--- src/rtl/mem_burst_wr.sv ---
`default_nettype none
// ============================================================================
// Module      : mem_burst_wr
// Description : Turns one burst command into a run of single-beat memory writes.
//               Write data arrives on a valid/ready stream.
// Revision    : 1.0 - initial release
// ============================================================================
module mem_burst_wr #(
  parameter int ADDR_WIDTH = 16,
  parameter int DATA_WIDTH = 8,
  parameter int LEN_WIDTH  = 4
) (
  input  logic                  clk,
  input  logic                  rst,
  input  logic                  cmd_valid,
  output logic                  cmd_ready,
  input  logic [ADDR_WIDTH-1:0] cmd_addr,
  input  logic [LEN_WIDTH-1:0]  cmd_len,
  input  logic                  wdata_valid,
  output logic                  wdata_ready,
  input  logic [DATA_WIDTH-1:0] wdata,
  output logic                  mem_we,
  output logic [ADDR_WIDTH-1:0] mem_addr,
  output logic [DATA_WIDTH-1:0] mem_data,
  output logic                  busy,
  output logic                  done
);

  typedef enum logic [1:0] {
    S_IDLE  = 2'd0,
    S_BURST = 2'd1,
    S_DONE  = 2'd2
  } state_t;

  localparam logic [ADDR_WIDTH-1:0] C_ADDR_ONE = 1;
  localparam logic [LEN_WIDTH-1:0]  C_LEN_ONE  = 1;
  localparam logic [LEN_WIDTH-1:0]  C_LEN_ZERO = '0;

  state_t                r_state;
  logic [ADDR_WIDTH-1:0] r_cur_addr;
  logic [LEN_WIDTH-1:0]  r_remaining;
  logic                  r_cmd_ready;
  logic                  r_wdata_ready;
  logic                  r_mem_we;
  logic [ADDR_WIDTH-1:0] r_mem_addr;
  logic [DATA_WIDTH-1:0] r_mem_data;
  logic                  r_busy;
  logic                  r_done;

  logic w_cmd_fire;
  logic w_beat_fire;
  logic w_last_beat;

  assign w_cmd_fire  = cmd_valid & r_cmd_ready;
  assign w_beat_fire = wdata_valid & r_wdata_ready;
  // Counting down to zero keeps an all-ones length from ever overflowing.
  assign w_last_beat = (r_remaining == C_LEN_ZERO);

  assign cmd_ready   = r_cmd_ready;
  assign wdata_ready = r_wdata_ready;
  assign mem_we      = r_mem_we;
  assign mem_addr    = r_mem_addr;
  assign mem_data    = r_mem_data;
  assign busy        = r_busy;
  assign done        = r_done;

  always_ff @(posedge clk or posedge rst) begin
    if (rst) begin
      r_state       <= S_IDLE;
      r_cur_addr    <= '0;
      r_remaining   <= '0;
      r_cmd_ready   <= 1'b1;
      r_wdata_ready <= 1'b0;
      r_mem_we      <= 1'b0;
      r_mem_addr    <= '0;
      r_mem_data    <= '0;
      r_busy        <= 1'b0;
      r_done        <= 1'b0;
    end else begin
      r_mem_we <= 1'b0;
      r_done   <= 1'b0;
      case (r_state)
        S_IDLE: begin
          if (w_cmd_fire) begin
            r_cur_addr    <= cmd_addr;
            r_remaining   <= cmd_len;
            r_cmd_ready   <= 1'b0;
            r_wdata_ready <= 1'b1;
            r_busy        <= 1'b1;
            r_state       <= S_BURST;
          end
        end
        S_BURST: begin
          if (w_beat_fire) begin
            r_mem_we   <= 1'b1;
            r_mem_addr <= r_cur_addr;
            r_mem_data <= wdata;
            r_cur_addr <= r_cur_addr + C_ADDR_ONE;
            if (w_last_beat) begin
              r_wdata_ready <= 1'b0;
              r_done        <= 1'b1;
              r_state       <= S_DONE;
            end else begin
              r_remaining <= r_remaining - C_LEN_ONE;
            end
          end
        end
        S_DONE: begin
          r_cmd_ready <= 1'b1;
          r_busy      <= 1'b0;
          r_state     <= S_IDLE;
        end
        default: begin
          r_cmd_ready   <= 1'b1;
          r_wdata_ready <= 1'b0;
          r_busy        <= 1'b0;
          r_state       <= S_IDLE;
        end
      endcase
    end
  end

endmodule
`default_nettype wire

--- config.mk ---
export PLATFORM = sky130hd
export DESIGN_NAME = mem_burst_wr
export DESIGN_NICKNAME = d
export VERILOG_FILES = /design/src/rtl/mem_burst_wr.sv
export SDC_FILE = /design/constraint.sdc
export NUM_CORES = 1
export LEC_CHECK = 0
export ABC_AREA = 1
export ABC_CLOCK_PERIOD_IN_PS = 1700
export BUFFER_PORTS_ARGS = -buffer_cell sky130_fd_sc_hd__buf_2
export CAP_MARGIN = 20
export CORE_ASPECT_RATIO = 0.8
export CORE_UTILIZATION = 53
export DETAILED_ROUTE_END_ITERATION = 10
export GPL_TIMING_DRIVEN = 0
export MAX_ROUTING_LAYER = met4
export PLACE_DENSITY = 0.89
export SYNTH_ARGS = -nofsm -noshare
export SYNTH_HDL_FRONTEND = slang
export SYNTH_SLANG_ARGS = --single-unit
--- constraint.sdc ---
create_clock -name clk -period 1.7 [get_ports clk]
set_input_delay 0.085 -clock clk [delete_from_list [all_inputs] [get_ports clk]]
set_output_delay 0.085 -clock clk [all_outputs]
set_load 0.03 [all_outputs]
==> summary.md <==
| Metric | Value |
|---|---|
| Status | `complete, no violations` |
| Max-cap violations | `0` |
| Root Buffer | `clkbuf_8` |
| Sequential share of power | `39.1%` |
| Die Y | `64.47 um` |
| Rel. slew slack | `69.14%` |
| Detailed placement HPWL | `around 4600 um` |
| Antenna cells | `0` |
| PD cells | `1736 mW/mm2` |
| Die width | `80.08 um` |
| Clock network fraction of total power | `13.8%` |
| Avg Inst Size Synth | `7.763 um2` |
| CTS sink count | `51` |
| Die area | `0.005162 mm2` |
| Final instance area | `0.003192 mm2` |
| Nets | `444` |
| WL/cell | `13.82 um` |
| Critical path depth | `7` |
| Core area | `0.004624 mm2` |
| Worst clock skew | `approximately 0.0053 ns` |
| NetSw | `2.625 mW` |
| Synth Cell Area | `roughly 0.0026 mm2` |
| Grt ovf | `0` |
| Row count | `22` |
| CP Capture Type | `register` |
| Peak Freq | `0.6356 GHz` |
| Post-route ant nets | `0` |
| Total power | `~5.5 mW` |
| Area grow syn2layout | `23.48%` |
| Peak supply drop | `around 1.2 mV` |
| Initial antenna violation count | `0` |
| GR Util All Layers | `28.65%` |
| DR vias/cell | `5.240` |
| Vias in the first global route | `2389` |
| Starting density of the core | `a little under three fifths` |
| Cell Area, Placed | `0.002980 mm2` |
| Worst hold slack | `0.04769 ns` |
| Most frequent cells in the layout | `122 x nand2_1, 66 x buf_2, 49 x dfrtp_1, 29 x nor2_1, 28 x inv_1` |
| Worst-Skew Late Latency | `approximately 0.30 ns` |
| Post-synth top area cell | `dfrtp_1` |
| Internal power | `around 3 mW` |
| Layout cells sized above 1 | `24.09%` |
| Final setup TNS | `0 ns` |
| Slowest CP cell | `dfrtp_1` |
| Data required, critical path | `1.90 ns` |
| Port Buffer Count | `60` |
| Drt drc | `0` |
| Comb pwr share | `between 40% and 50%` |
| Placer Congestion | `roughly 0.93` |
| CP Launch Type | `register` |
| Deepest clock path buffer count | `2` |
| Area contributors post-synth | `dfrtp_1 48%, nand2_1 18%, nor2_1 4.5%` |
| Initial DRT Pass Iterations | `4` |
| Total setup buffers inserted after CTS | `0` |
| Num ports | `61` |
| Crit-path cells | `nand2_1 > nor2_1 > nand2_1 > o21ai_0 > nand3_1 > nand2_1 > nand2_1` |
| Post-synthesis sequential area ratio | `around 49%` |
| Clock Pin Slew Worst Setup and Hold Paths | `0.09 ns` |
| Class of the worst hold path | `primary input to register` |
| Post-synthesis register bit count | `51` |
| First-pass GRT wire length | `~11000 um` |
| Period utilisation layout | `92.55%` |
| Synth Instances | `333` |
| Via count | `2468` |
| Crit path kind | `register to register` |
| CP most frequent cell | `nand2_1` |
| Final setup fails | `0` |
| Final core occ | `69.02%` |
| CP delay by family, top | `simple AND/OR/NAND/NOR gates` |
| Crit Path Max Fanout | `6` |
| Routed wire length | `6511 um` |
| Worst-Margin Slew | `0.4629 ns` |
| TritonCTS clock tree | `done` |
| CP max stage delay | `0.50 ns` |
| Library cells used by synthesis | `29` |
| Hold Crit Depth | `4` |
| Sw Share | `between 40% and 50%` |
| Commonest non-fill, non-tap cell in the layout | `nand2_1` |
| Hold Fails Final Rpt | `0` |
| WP buf/inv | `0` |
| Largest net degree at the start of global routing | `32` |
| Depth of the worst register-to-register path | `7` |
| Post-layout minimum cycle time | `1.573 ns` |
| Cts bufs inserted | `5` |
| H-tree levels | `2` |
| Share of the synthesized area in the top cell type | `48.40%` |
| 1st-iter DRT viols | `283` |
| Fin. max-slew vios | `0` |
| Leak | `around 1.7 nW` |
| Ys Warns | `0` |
| Synthesized Nets | `367` |
| CP Data Arrival Time | `1.78 ns` |
-- area by class of cell --
type / instances / area [um2]
buffer: 11 / 78.83
tap: 60 / 75.07
clock buffer: 8 / 100.1
sequential: 51 / 1279
inverter: 32 / 125.1
multi-input combinational: 239 / 1124
fill: 381 / 1433
timing repair buffer: 70 / 410.4
-- worst min-delay path: cells and delay by family --
family	cells	cell delay, ns
buffers and inverters	1	0.11
AND/OR/NAND/NOR	3	0.16
-- power groups by stage --
stage / logic [mW] / clock network, mW / registers (mW)
after CTS: 2.55 / 0.773 / 2.14
after floorplan: 1.25 / 0 / 2.67
after global placement: 2.42 / 0 / 2.14
after detailed placement: 2.52 / 0 / 2.16
after global routing: 2.89 / 0.837 / 2.23
final: 2.61 / 0.767 / 2.17
-- layer usage --
metal | up-vias | track usage (%) | part of all wire (%)
met3 | 4 | 6.620 | 7.4
met5 | - | - | 0
met2 | 97 | 44.23 | 48
met1 | 1148 | 38.62 | 44
li1 | 1219 | - | -
met4 | 0 | 7.143 | 0.60
-- through the flow --
stage / std cells / setup slack [ns]
final: 471 / 0.1266
after global routing: 471 / -0.0001346
after CTS: 471 / 0.008994
after detailed placement: 454 / 0.04552
after global placement: 453 / -0.2351
after floorplan: 333 / 0.3289
-- logic make-up (layout without fill, tap and decap cells) --
| family | count (synthesis) | after routing | share of synthesized area [%] |
|---|---|---|---|
| adder cells (fa/ha/maj) | 2 | 2 | 0.9679 |
| AND/OR/NAND/NOR | 187 | 187 | 31.41 |
| flip-flops | 51 | 51 | 49.42 |
| AO/OA/AOI/OAI | 50 | 50 | 10.31 |
| buffers and inverters | 43 | 121 | 7.889 |
-- synthesized netlist by cell type --
master	number
a21oi_2	2
dfrtp_1	50
nand2_1	123
inv_6	1
buf_8	1
nor2_2	2
nand3_4	1
buf_1	1
a21oi_1	8
inv_2	2
o21ai_1	14
or2_2	1
nor2_8	1
buf_2	6
buf_4	1
ha_1	2
inv_1	29
o21ai_0	22
buf_6	2
nor2_1	31
nand2_8	1
a31oi_1	1
nand4_4	1
o22ai_1	1
dfstp_2	1
o21ai_2	1
a22oi_1	1
nand4_1	5
nand3_1	21
-- registers in the layout, indices dropped and copies added, names as in the netlist --
signal       flops
done             1
mem_addr        16
r_cur_addr      16
r_remaining      4
busy             1
mem_we           1
wdata_ready      1
r_state          2
cmd_ready        1
mem_data         8
-- worst paths after layout --
kind | startpoint | slack (ns) | endpoint
min in group asynchronous | rst | 0.33 | r_cur_addr[12]$_DFFE_PP0P_
max in group asynchronous | rst | 0.79 | cmd_ready$_DFFE_PP1P_
hold reg to reg | mem_addr[7]$_DFFE_PP0P_ | 0.49 | mem_addr[7]$_DFFE_PP0P_
hold / removal | cmd_valid | 0.05 | cmd_ready$_DFFE_PP1P_
setup reg to reg | r_cur_addr[2]$_DFFE_PP0P_ | 0.13 | r_cur_addr[9]$_DFFE_PP0P_
setup / recovery | r_cur_addr[2]$_DFFE_PP0P_ | 0.13 | r_cur_addr[9]$_DFFE_PP0P_
-- timing repair --
action	in CTS	in global routing
hold endpoints to repair	28	0
resized for setup	0	8
hold buffers	9	0
endpoints found under the setup margin	0	4
Power figures use the tool's default switching activity.
